==> src/rtl/onchip_pixel_writer.sv <==
// onchip_pixel_writer: packs a stream of 8-bit pixels, four per 32-bit word
// (little-endian), and writes each word to an Avalon-style on-chip memory
// starting at a programmable word address. Start/busy/done command control.
module onchip_pixel_writer #(
  parameter int unsigned ADDR_WIDTH = 10,
  parameter int unsigned CNT_WIDTH  = 13
) (
  input  logic                  clk,
  input  logic                  reset,
  input  logic                  start,
  input  logic [ADDR_WIDTH-1:0] base_addr,
  input  logic [CNT_WIDTH-1:0]  num_pixels,
  output logic                  busy,
  output logic                  done,
  input  logic                  pix_valid,
  input  logic [7:0]            pix_data,
  output logic                  pix_ready,
  output logic [ADDR_WIDTH-1:0] mem_address,
  output logic [3:0]            mem_byteenable,
  output logic                  mem_chipselect,
  output logic                  mem_write,
  output logic [31:0]           mem_writedata
);

  localparam int unsigned WORD_W = 32;
  localparam int unsigned LANE_W = 2;

  typedef enum logic [1:0] {
    IDLE  = 2'd0,
    FILL  = 2'd1,
    FLUSH = 2'd2,
    DONE  = 2'd3
  } state_t;

  state_t                 state_q, state_d;
  logic [ADDR_WIDTH-1:0]  addr_q, addr_d;
  logic [CNT_WIDTH-1:0]   rem_q, rem_d;
  logic [LANE_W-1:0]      lane_q, lane_d;
  logic [WORD_W-1:0]      pack_q, pack_d;

  logic                   busy_d, done_d, ready_d, wr_d;
  logic [3:0]             be_d;
  logic [ADDR_WIDTH-1:0]  waddr_d;
  logic [WORD_W-1:0]      wdata_d;

  logic                   accept;
  logic                   last;
  logic [WORD_W-1:0]      merged;
  logic [3:0]             lane_be;

  // State register
  always_ff @(posedge clk) begin
    if (reset) state_q <= IDLE;
    else       state_q <= state_d;
  end

  // Next-state, counter, packing and registered-output next values
  always_comb begin
    state_d = state_q;
    addr_d  = addr_q;
    rem_d   = rem_q;
    lane_d  = lane_q;
    pack_d  = pack_q;
    wr_d    = 1'b0;
    be_d    = mem_byteenable;
    waddr_d = mem_address;
    wdata_d = mem_writedata;

    accept = pix_valid && (state_q == FILL);
    last   = (rem_q == CNT_WIDTH'(1));
    merged = pack_q | (WORD_W'(pix_data) << {lane_q, 3'b000});

    // byte enables cover every lane up to and including the current one
    case (lane_q)
      2'd0:    lane_be = 4'h1;
      2'd1:    lane_be = 4'h3;
      2'd2:    lane_be = 4'h7;
      default: lane_be = 4'hF;
    endcase

    case (state_q)
      IDLE: begin
        if (start) begin
          addr_d  = base_addr;
          rem_d   = num_pixels;
          lane_d  = '0;
          pack_d  = '0;
          state_d = (num_pixels == '0) ? DONE : FILL;
        end
      end
      FILL: begin
        if (accept) begin
          rem_d  = rem_q - CNT_WIDTH'(1);
          lane_d = lane_q + LANE_W'(1);
          if ((lane_q == LANE_W'(3)) || last) begin
            pack_d  = '0;
            addr_d  = addr_q + ADDR_WIDTH'(1);
            wr_d    = 1'b1;
            be_d    = lane_be;
            waddr_d = addr_q;
            wdata_d = merged;
          end else begin
            pack_d = merged;
          end
          if (last) state_d = FLUSH;
        end
      end
      FLUSH:   state_d = DONE;
      default: state_d = IDLE;
    endcase

    busy_d  = (state_d != IDLE);
    done_d  = (state_d == DONE);
    ready_d = (state_d == FILL);
  end

  // Datapath and output registers; reset discards any partial word
  always_ff @(posedge clk) begin
    if (reset) begin
      addr_q         <= '0;
      rem_q          <= '0;
      lane_q         <= '0;
      pack_q         <= '0;
      busy           <= 1'b0;
      done           <= 1'b0;
      pix_ready      <= 1'b0;
      mem_write      <= 1'b0;
      mem_chipselect <= 1'b0;
      mem_byteenable <= '0;
      mem_address    <= '0;
      mem_writedata  <= '0;
    end else begin
      addr_q         <= addr_d;
      rem_q          <= rem_d;
      lane_q         <= lane_d;
      pack_q         <= pack_d;
      busy           <= busy_d;
      done           <= done_d;
      pix_ready      <= ready_d;
      mem_write      <= wr_d;
      mem_chipselect <= wr_d;
      mem_byteenable <= be_d;
      mem_address    <= waddr_d;
      mem_writedata  <= wdata_d;
    end
  end

endmodule

==> config.mk <==
export PLATFORM = sky130hd
export DESIGN_NAME = onchip_pixel_writer
export DESIGN_NICKNAME = d
export VERILOG_FILES = /design/src/rtl/onchip_pixel_writer.sv
export SDC_FILE = /design/constraint.sdc
export NUM_CORES = 1
export LEC_CHECK = 0
export ABC_AREA = 0
export CORE_ASPECT_RATIO = 0.75
export CORE_UTILIZATION = 63
export DETAILED_ROUTE_END_ITERATION = 7
export DONT_BUFFER_PORTS = 1
export PLACE_DENSITY_LB_ADDON = 0.12
export SLEW_MARGIN = 10
export SYNTH_ARGS = -nofsm -noshare
export SYNTH_HDL_FRONTEND = slang
export SYNTH_SLANG_ARGS = --single-unit
==> constraint.sdc <==
create_clock -name clk -period 3.3 [get_ports clk]
set_clock_uncertainty 0.05 [all_clocks]
set_input_delay 0.66 -clock clk [delete_from_list [all_inputs] [get_ports clk]]
set_output_delay 0.66 -clock clk [all_outputs]
set_load 0.01 [all_outputs]
==> results.toml <==
[sta]
setup_viol = 0
tightest_slew_ps = 1100
hold_slack_ps = 299
fmax_mhz = 389
rsz0062_at_grt = "no"
setup_slack_ps = 729
report.final.slew_viol_count = 0
tns_ps = 0
slew_headroom_pct = 26.8
post-route-min-period_ps = 2570
fin_crit_sh_pct = 77.9
finalHoldViolations = 0

[synthesis]
yosysUniqueCellTypes = 64
synth_nets = 596
ys_ff_latch = 109
yosys_warnings = 0
synth_top_area_share_pct = 44.3
yosysSeqAreaShare_pct = 44.3
synth_ff_type = "dfxtp_1"
synth_area_um2 = 4930
synth_cells = 555
syn_area_per_cell_um2 = 8.88
synth_edf_count = 0
synth.top_cells.by_area = "dfxtp_1 (44%), a21oi_1 (8.3%), a211oi_1 (5.9%)"
synthArstFlopShare_pct = 0
synth_top_cell_by_area = "dfxtp_1"

[floorplanning]
num_rows = 27
io_pins = 86
dieWidth_um = 104
dieArea_um2 = 8180
core_um2 = 7470
fp.dieH_um = 78.6
start_util_pct = 66.0

[global_route]
first_global_vias = 3854
globalRouteOverflowTotal = 0
grt_pass1_wl_mm = 20.1
antenna_found_initial = 0
grtUsageTotal_pct = 31.1
grt_max_degree = 73

[cts]
cts-htree-levels = 3
cts_tree = "built"
clock_latency_ps = 370
path_clk_slew_ps = 100
hold_buffers = 0
root_buffer = "clkbuf_8"
cts_buffers = 9
cts_sinks = 109
clk_path_buf_depth = 2
post_cts_buffers = 0
post_cts_resized = 0

[drt]
via_per_inst = 6.90
firstDrtPassIters = 5
drc = 0
num_vias = 4328
initialDrtViolationCount = 320
antenna_left = 0
postRouteWirelength_mm = 12.7
avgRoutedWirePerCell_um = 20.2

[placement]
dpl_cell_area_um2 = 4870
pre_cts_ws_ps = 757
place.gp.congestion = 0.863
dp.cells = 612
numPortBuffers = 0
dp_hpwl_mm = 8.51

[finish]
drive_above_1_share_pct = 7.41
antennaDiodeCount = 0
nets = 563
area_growth_pct = 2.13
stdcell_count = 627
final_area_um2 = 5030

[run]
cap_violations = 0

[pwr]
ir_worst_vdd_mv = 0.285
power_density_nw_per_um2 = 483
leakage_nw = 1.64

[worst_setup_path]
path_cells = "or4_1, o41ai_4, and2_1, buf_12, a211oi_1"
start_kind = "register"
max_stage_delay_ps = 710
rrSetupSlack_ps = 730
crit_fanout = 31
path_class = "reg2reg"
critPathSlowestCell = "or4_1"
critPathRequiredTime_ps = 3510
worst_setup_path_end_kind = "register"
cp_data_arrival_time_ps = 2780

[run_status]
status = "completed"

[hold_path]
worstHoldPathType = "in2reg"
-- report_power, final --
part           leakage [nW]  switching (mW)  total, mW  internal [mW]
Sequential            0.884          0.0507       1.41           1.36
Clock                0.0768           0.420      0.713          0.293
Combinational         0.681           0.201      0.311          0.111
Total                  1.64           0.671       2.43           1.76
-- cell usage after synthesis, types with 8 or more instances --
master	number
dfxtp_1	109
a21oi_1	82
nand2_1	45
a211oi_1	39
clkbuf_1	30
nor2_1	23
o21ai_0	17
nor3_1	15
a31oi_1	13
o32ai_1	13
a22o_1	12
buf_2	12
nand4_1	10
nor2b_1	9
inv_1	8
nor4_1	8
-- state kept, by name, indices dropped and copies added (netlist names), 2 cells and up --
signal / cells
rem_q: 13
mem_byteenable: 4
lane_q: 2
mem_writedata: 32
mem_address: 10
pack_q: 32
addr_q: 10
state_q: 2
-- final cells by class --
type	instances	area, µm²
Clock buffer	14	153
Clock inverter	1	7.51
Fill cell	608	2430
Inverter	9	33.8
Multi-Input combinational cell	382	2430
Sequential cell	109	2180
Tap cell	101	126
Timing Repair Buffer	11	95.1
-- worst paths after layout --
kind,cells after the start,to,startpoint
setup / recovery,5,mem_writedata[19],rem_q[8]
hold / removal,1,mem_writedata[29],reset
setup reg to reg,5,mem_writedata[19],rem_q[8]
hold reg to reg,1,pack_q[0],pack_q[0]
-- stage by stage --
stage,total power [mW],util [%]
CTS,2.43,67.4
global placement,1.73,65.2
floorplan,1.70,-
detailed placement,1.74,65.2
global route,2.53,67.4
finish,2.43,67.4
-- routing by layer --
layer | global-route usage (%) | up-vias | share of wire [%]
li1 | - | 2039 | -
met1 | 43.7 | 2068 | 44
met2 | 44.6 | 200 | 44
met3 | 10.9 | 21 | 10
met4 | 9.43 | 0 | 1.4
met5 | 0 | - | 0
-- kinds of logic after synthesis --
group	Yosys count	share of synthesized area (%)
flops	109	44.3
simple gates	147	15.4
mux	3	0.610
fa+ha+maj	6	1.52
buf+inv	64	6.30
compound gates	226	31.9
-- worst max-delay path: cells and delay by family, from the launching register on --
family,cells,cell delay (ps)
compound gates,2,480
buf+inv,1,260
flops,1,380
simple gates,2,1260
-- cells in the final DEF, fill, tap and decap left out, types with 3 or more instances in the layout --
cell type / Yosys / layout
o211ai_1: 3 / 3
dfxtp_1: 109 / 109
mux2i_1: 3 / 3
and2_1: 3 / 4
buf_4: 3 / 10
a31oi_1: 13 / 13
nand2b_1: 5 / 5
nor3_1: 15 / 15
ha_1: 6 / 6
a21oi_1: 82 / 82
or4_1: 3 / 3
a22oi_1: 6 / 6
a311oi_1: 4 / 4
inv_1: 8 / 8
nor2b_1: 9 / 9
o32ai_1: 13 / 13
nor2_1: 23 / 23
nor4_1: 8 / 8
a22o_1: 12 / 12
nand2_1: 45 / 45
a32o_1: 4 / 4
nor3b_1: 3 / 3
nand4_1: 10 / 10
nand3_1: 3 / 3
clkbuf_8: 2 / 10
a22o_2: 5 / 5
a211oi_1: 39 / 39
o2bb2ai_1: 6 / 6
o21ai_0: 17 / 17
and3_1: 5 / 5
clkbuf_1: 30 / 4
Power figures use the tool's default switching activity.
